===== config.mk =====
export PLATFORM = sky130hd
export DESIGN_NAME = reg_bank_flat
export DESIGN_NICKNAME = d
export VERILOG_FILES = /design/src/rtl/lma0_pkg.sv /design/src/rtl/reg_bank_if.sv /design/src/rtl/reg_bank_wb.sv /design/src/rtl/reg_bank.sv /design/src/flat_wrapper.sv
export SDC_FILE = /design/constraint.sdc
export NUM_CORES = 1
export LEC_CHECK = 0
export BUFFER_PORTS_ARGS = -buffer_cell sky130_fd_sc_hd__clkbuf_2
export CORE_MARGIN = 4
export CORE_UTILIZATION = 59
export CTS_CLUSTER_DIAMETER = 50
export DETAILED_ROUTE_END_ITERATION = 6
export PLACE_DENSITY_LB_ADDON = 0.1
export SKIP_CTS_REPAIR_TIMING = 1
export SLEW_MARGIN = 30
export SYNTH_ARGS = -nofsm -noshare
export SYNTH_HDL_FRONTEND = slang
export SYNTH_HIERARCHICAL = 1
export SYNTH_SLANG_ARGS = --single-unit

===== constraint.sdc =====
create_clock -name clk -period 2.1 [get_ports clk]
set_input_delay 0.21 -clock clk [delete_from_list [all_inputs] [get_ports clk]]
set_output_delay 0.21 -clock clk [all_outputs]
set_load 0.02 [all_outputs]

===== src/rtl/lma0_pkg.sv =====
// Shared constants for the lma0 core register file.
package lma0_pkg;

  localparam int DW = 16;
  localparam int AW = 3;
  localparam int CW = 16;

  // Architecturally special registers.
  localparam logic [2:0] REG_GP3 = 3'd3;  // LCG accumulator
  localparam logic [2:0] REG_LR  = 3'd7;  // return address for JR

endpackage


===== src/rtl/reg_bank_if.sv =====
// Write/read bus between the lma0 datapath and its register file.
interface reg_bank_if #(
  parameter int DW = lma0_pkg::DW,
  parameter int AW = lma0_pkg::AW,
  parameter int CW = lma0_pkg::CW
);

  logic          wr_en;
  logic [AW-1:0] wr_addr;
  logic [DW-1:0] wr_data;
  logic          hold;
  logic [AW-1:0] ra_addr;
  logic [AW-1:0] rb_addr;
  logic [DW-1:0] ra_data;
  logic [DW-1:0] rb_data;
  logic [DW-1:0] gp3_data;
  logic [DW-1:0] lr_data;
  logic          wb_valid;
  logic [CW-1:0] wr_count;

  // Datapath side: issues writes and read addresses.
  modport master (
    output wr_en, wr_addr, wr_data, hold, ra_addr, rb_addr,
    input  ra_data, rb_data, gp3_data, lr_data, wb_valid, wr_count
  );

  // Register file side.
  modport slave (
    input  wr_en, wr_addr, wr_data, hold, ra_addr, rb_addr,
    output ra_data, rb_data, gp3_data, lr_data, wb_valid, wr_count
  );

endinterface


===== src/rtl/reg_bank_wb.sv =====
// One-entry writeback stage with read-forwarding for the four read ports.
module reg_bank_wb #(
  parameter int DW = 16,
  parameter int AW = 3
) (
  input  logic          clk,
  input  logic          rst_n,
  input  logic          accept_i,
  input  logic [AW-1:0] wr_addr_i,
  input  logic [DW-1:0] wr_data_i,
  // read addresses and raw array values for each port
  input  logic [AW-1:0] ra_addr_i,
  input  logic [AW-1:0] rb_addr_i,
  input  logic [DW-1:0] ra_raw_i,
  input  logic [DW-1:0] rb_raw_i,
  input  logic [DW-1:0] gp3_raw_i,
  input  logic [DW-1:0] lr_raw_i,
  // pending write, committed by the array on the next edge
  output logic          wb_valid_o,
  output logic [AW-1:0] wb_addr_o,
  output logic [DW-1:0] wb_data_o,
  // forwarded read data
  output logic [DW-1:0] ra_data_o,
  output logic [DW-1:0] rb_data_o,
  output logic [DW-1:0] gp3_data_o,
  output logic [DW-1:0] lr_data_o
);
  import lma0_pkg::*;

  logic          wb_valid_q;
  logic [AW-1:0] wb_addr_q;
  logic [DW-1:0] wb_data_q;

  // Newest value wins: the pending write shadows the array entry it targets.
  function automatic logic [DW-1:0] fwd(
    input logic          v,
    input logic [AW-1:0] wa,
    input logic [DW-1:0] wd,
    input logic [AW-1:0] ra,
    input logic [DW-1:0] raw
  );
    return (v && (wa == ra)) ? wd : raw;
  endfunction

  // Capture an accepted write; address/data hold when nothing is accepted.
  always_ff @(posedge clk or negedge rst_n) begin
    if (!rst_n) begin
      wb_valid_q <= 1'b0;
      wb_addr_q  <= '0;
      wb_data_q  <= '0;
    end else begin
      wb_valid_q <= accept_i;
      if (accept_i) begin
        wb_addr_q <= wr_addr_i;
        wb_data_q <= wr_data_i;
      end
    end
  end

  // Forwarding muxes, purely combinational from state.
  always_comb begin
    ra_data_o  = fwd(wb_valid_q, wb_addr_q, wb_data_q, ra_addr_i, ra_raw_i);
    rb_data_o  = fwd(wb_valid_q, wb_addr_q, wb_data_q, rb_addr_i, rb_raw_i);
    gp3_data_o = fwd(wb_valid_q, wb_addr_q, wb_data_q, AW'(REG_GP3), gp3_raw_i);
    lr_data_o  = fwd(wb_valid_q, wb_addr_q, wb_data_q, AW'(REG_LR), lr_raw_i);
  end

  assign wb_valid_o = wb_valid_q;
  assign wb_addr_o  = wb_addr_q;
  assign wb_data_o  = wb_data_q;

endmodule


===== src/rtl/reg_bank.sv =====
// lma0 architectural register file: 2**AW x DW registers behind a
// registered writeback stage, with forwarded read ports.
module reg_bank #(
  parameter int DW = lma0_pkg::DW,
  parameter int AW = lma0_pkg::AW,
  parameter int CW = lma0_pkg::CW
) (
  input  logic      clk,
  input  logic      rst_n,
  reg_bank_if.slave bus
);
  import lma0_pkg::*;

  localparam int NREG = 1 << AW;

  logic [DW-1:0] regs_q [NREG];
  logic [CW-1:0] cnt_q;
  logic [CW-1:0] cnt_d;
  logic          accept;
  logic          wb_valid;
  logic [AW-1:0] wb_addr;
  logic [DW-1:0] wb_data;

  // A stall drops the request; the pending writeback is unaffected.
  assign accept = bus.wr_en & ~bus.hold;

  reg_bank_wb #(.DW(DW), .AW(AW)) u_wb (
    .clk        (clk),
    .rst_n      (rst_n),
    .accept_i   (accept),
    .wr_addr_i  (bus.wr_addr),
    .wr_data_i  (bus.wr_data),
    .ra_addr_i  (bus.ra_addr),
    .rb_addr_i  (bus.rb_addr),
    .ra_raw_i   (regs_q[bus.ra_addr]),
    .rb_raw_i   (regs_q[bus.rb_addr]),
    .gp3_raw_i  (regs_q[AW'(REG_GP3)]),
    .lr_raw_i   (regs_q[AW'(REG_LR)]),
    .wb_valid_o (wb_valid),
    .wb_addr_o  (wb_addr),
    .wb_data_o  (wb_data),
    .ra_data_o  (bus.ra_data),
    .rb_data_o  (bus.rb_data),
    .gp3_data_o (bus.gp3_data),
    .lr_data_o  (bus.lr_data)
  );

  // Commit the pending write into the array; no register is hard-wired.
  always_ff @(posedge clk or negedge rst_n) begin
    if (!rst_n) begin
      for (int i = 0; i < NREG; i++) regs_q[i] <= '0;
    end else if (wb_valid) begin
      regs_q[wb_addr] <= wb_data;
    end
  end

  // Accepted-write counter wraps naturally at 2**CW.
  always_comb begin
    cnt_d = cnt_q;
    if (accept) cnt_d = cnt_q + CW'(1);
  end

  // Counter state.
  always_ff @(posedge clk or negedge rst_n) begin
    if (!rst_n) cnt_q <= '0;
    else        cnt_q <= cnt_d;
  end

  assign bus.wb_valid = wb_valid;
  assign bus.wr_count = cnt_q;

endmodule

===== src/flat_wrapper.sv =====
// flat-port wrapper written by rule: the top's interface ports become plain ports
module reg_bank_flat import lma0_pkg::*;
#(
  parameter int DW = lma0_pkg::DW,
  parameter int AW = lma0_pkg::AW,
  parameter int CW = lma0_pkg::CW
)
  (clk, rst_n, bus_wr_en, bus_wr_addr, bus_wr_data, bus_hold, bus_ra_addr, bus_rb_addr, bus_ra_data, bus_rb_data, bus_gp3_data, bus_lr_data, bus_wb_valid, bus_wr_count);
  reg_bank_if #(.DW(DW), .AW(AW), .CW(CW)) bus_i ();
  input  logic clk;
  input  logic rst_n;
  input wire logic [$bits(bus_i.wr_en)-1:0] bus_wr_en;
  input wire logic [$bits(bus_i.wr_addr)-1:0] bus_wr_addr;
  input wire logic [$bits(bus_i.wr_data)-1:0] bus_wr_data;
  input wire logic [$bits(bus_i.hold)-1:0] bus_hold;
  input wire logic [$bits(bus_i.ra_addr)-1:0] bus_ra_addr;
  input wire logic [$bits(bus_i.rb_addr)-1:0] bus_rb_addr;
  output wire logic [$bits(bus_i.ra_data)-1:0] bus_ra_data;
  output wire logic [$bits(bus_i.rb_data)-1:0] bus_rb_data;
  output wire logic [$bits(bus_i.gp3_data)-1:0] bus_gp3_data;
  output wire logic [$bits(bus_i.lr_data)-1:0] bus_lr_data;
  output wire logic [$bits(bus_i.wb_valid)-1:0] bus_wb_valid;
  output wire logic [$bits(bus_i.wr_count)-1:0] bus_wr_count;
  assign bus_i.wr_en = bus_wr_en;
  assign bus_i.wr_addr = bus_wr_addr;
  assign bus_i.wr_data = bus_wr_data;
  assign bus_i.hold = bus_hold;
  assign bus_i.ra_addr = bus_ra_addr;
  assign bus_i.rb_addr = bus_rb_addr;
  assign bus_ra_data = bus_i.ra_data;
  assign bus_rb_data = bus_i.rb_data;
  assign bus_gp3_data = bus_i.gp3_data;
  assign bus_lr_data = bus_i.lr_data;
  assign bus_wb_valid = bus_i.wb_valid;
  assign bus_wr_count = bus_i.wr_count;
  reg_bank #(.DW(DW), .AW(AW), .CW(CW)) u_core (.clk(clk), .rst_n(rst_n), .bus(bus_i));
endmodule

==> results.md <==
* Min setup slack post-route at -0.159 ns
* Post-Route Utilization at between 70% and 80%
* Number of remaining DRC errors at 0
* Relative slew slack at 70.0%
* Final instance area at approximately 0.011 mm2
* RSZ-0062 raised after global routing: yes
* Number of max-cap violations at 0
* Share of cells above drive strength 1 at a little over two thirds
* Total number of vias at roughly 5900
* DRT Wirelength at ~23000 um
* Netlist cell types at 31
* Fin crit share at 108%
* First DRT Iteration DRCs at about 430
* Hold_ws at ~0.012 ns
* # IOs at 110
* Crit path capture type: output pin
* Clk_skew at around 0.011 ns
* CP max-delay cell: mux4_2
* Final critical-path required period at 2.26 ns
* First-pass GRT wire length at around 35000 um
* Placement Setup Slack at -0.00219 ns
* DR vias/cell at 6.18
* Yosys top cell area share at a little over two fifths
* Post-synthesis net count at 600
* Wire per inst at 23.9 um
* Crit start category: register
* Clk sinks at roughly 160
* Total track usage at approximately a quarter
* Area growth, synth to finish at 21.2%
* Critical path, cell by cell: mux4_2 -> mux2_4 -> mux2_4 -> buf_6
* Root Buffer: clkbuf_16
* Worst path top cell family by delay: multiplexers
* Cts bufs inserted at 17
* Final TNS setup at -3.56 ns
* Arrival @ worst endpoint at 2.05 ns
* Final Wtd Congestion at approximately 0.8
* Worst-Margin Slew at between 0.4 and 0.5 ns
* YS warnings at 6
* Die height at about 130 um
* TritonCTS clock tree: yes
* Die footprint at roughly 0.018 mm2
* Status: finished, violations left
* Yosys top cell by area: dfrtp_1
* # diodes at 0
* Max frequency at 0.443 GHz
* Maximum buffer depth of the clock tree at 2
* Total power draw at roughly 16 mW
* Total core area at between 0.015 and 0.02 mm2
* Clock slew seen by the registers of the worst setup and hold paths at ~0.070 ns
* Die W at around 130 um
* Met2 Wirelength at between 10000 and 15000 um
* Top Metal Used: met4
* Cell count after synthesis at 570
* Commonest non-fill, non-tap cell in the layout: mux2_2
* # nets final at 754
* Starting Density at slightly above 60%
* Grt ovf at 0
* Max FO, Critical Path at 4
* Fin. Hold Viols at 0
* Max-slew violations at 0
* Cell mode on critical path: mux2_4
* Clock Latency Late Sink at between 0.4 and 0.5 ns
* Final Instance Count excl. Fillers at ~950
* Final setup fails at 37
* Commonest cells after routing, fill and taps aside: 191 x mux2_2, 161 x dfrtp_1, 65 x clkbuf_2, 59 x mux4_2, 46 x mux2_4
* Initial antenna violation count at 0
* Routed Antenna Nets at 0
* # H-tree levels at 4
* Worst hold path class: primary input to register
* CP max stage delay at between 0.5 and 0.6 ns
* Crit path kind: register to output pin
* VDD IR max at around 0.00078 V
* Post-synthesis sequential area ratio at 43.6%
* Violated checks: setup timing
* CP Data Required Time at roughly 1.9 ns
* Pleak at 5.19 nW
* WL met3 at about 1200 um
* Final HPWL DP at between 10000 and 15000 um
* Dpl cell area at between 0.01 and 0.015 mm2
* Worst path bufs/invs at 1
* M1 WL at 9940 um
* Port Buf Inserts at between 100 and 150
* # rows at 45
* Power Density at approximately 1400 mW/mm2
* Mapped Avg Cell Area at 16.5 um2
* Synthesized area at ~0.0094 mm2
* Largest net degree at the start of global routing at 50
* Vias in the first global route at 6227
* Pre-antenna DRT Iters at 4
* Synth top area cells: dfrtp_1 44%, mux2_2 26%, mux4_1 13%, mux4_2 3.8%, mux2_4 3.2%
* Placed Cells at a little under 900
* #FFs+latches synth at 164
[path summary, 6_finish.rpt]
path / slack, ns / from / depth (start not counted) / endpoint
max: -0.16 / u_core/regs_q[1]$_DFFE_PN0P_ / 4 / bus_ra_data[1]
min: 0.01 / bus_wr_data[11] / 2 / u_core/u_wb/wb_data_o[11]$_DFFE_PN0P_
max reg2reg: 0.35 / u_core/u_wb/wb_addr_o[0]$_DFFE_PN0P_ / 4 / u_core/regs_q[23]$_DFFE_PN0P_
min reg2reg: 0.48 / u_core/bus.wr_count[15]$_DFFE_PN0P_ / 1 / u_core/bus.wr_count[15]$_DFFE_PN0P_
max in group asynchronous: 1.10 / rst_n / 3 / u_core/regs_q[71]$_DFFE_PN0P_
min in group asynchronous: 0.29 / rst_n / 2 / u_core/regs_q[10]$_DFFE_PN0P_
[per-layer routing]
layer | vias up | track usage, %
met5 | - | 0
met4 | 0 | 5.77
met3 | 23 | 6.26
met2 | 179 | 41.7
met1 | 3129 | 34.9
li1 | 2532 | -
[cell usage after synthesis]
master    instances
mux2_2          217
xnor2_2           4
nor2b_1           1
nand4_1           6
buf_6            13
and4b_1           1
dfrtp_1         164
and3_1            1
nor3_4            2
and4_1            2
clkbuf_1          5
mux2_1            7
ha_1              1
buf_2            10
nand2b_4          1
nand4_2           3
nor3b_4           2
nand3_1           5
nand4b_2          4
buf_8             1
buf_4             6
nand4_4           1
mux4_2           16
nand2_1           5
buf_1             4
mux4_1           48
xor2_1            2
mux2_4           20
nor2_1            2
and2_1            1
xnor2_1          15
[power breakdown]
group	switching, mW	internal [mW]	leakage [nW]
sequential	1.28	4.49	2.02
combinational	2.63	4.17	2.86
clock	1.40	1.85	0.305
total	5.31	10.5	5.19
[state kept, by name, indices dropped and copies added (netlist names)]
register                flops
u_core/u_wb/wb_addr_o       3
u_core/u_wb/wb_data_o      16
u_core/u_wb/wb_valid_o      1
u_core/regs_q             128
u_core/bus.wr_count        16
[area by class of cell]
cell class | count | area [um2]
Fill cell | 1033 | 4030
Tap cell | 211 | 264
Clock buffer | 18 | 439
Clock inverter | 14 | 175
Multi-Input combinational cell | 367 | 4960
Timing Repair Buffer | 174 | 1450
Sequential cell | 164 | 4110
[cells by family after synthesis]
logic type | share of synthesized area (%)
flip-flops | 43.6
XOR/XNOR | 2.28
adder cells (fa/ha/maj) | 0.133
multiplexers | 47.3
AND/OR/NAND/NOR | 3.59
buffers and inverters | 3.09
No activity file was read; power rests on OpenSTA's default activity.
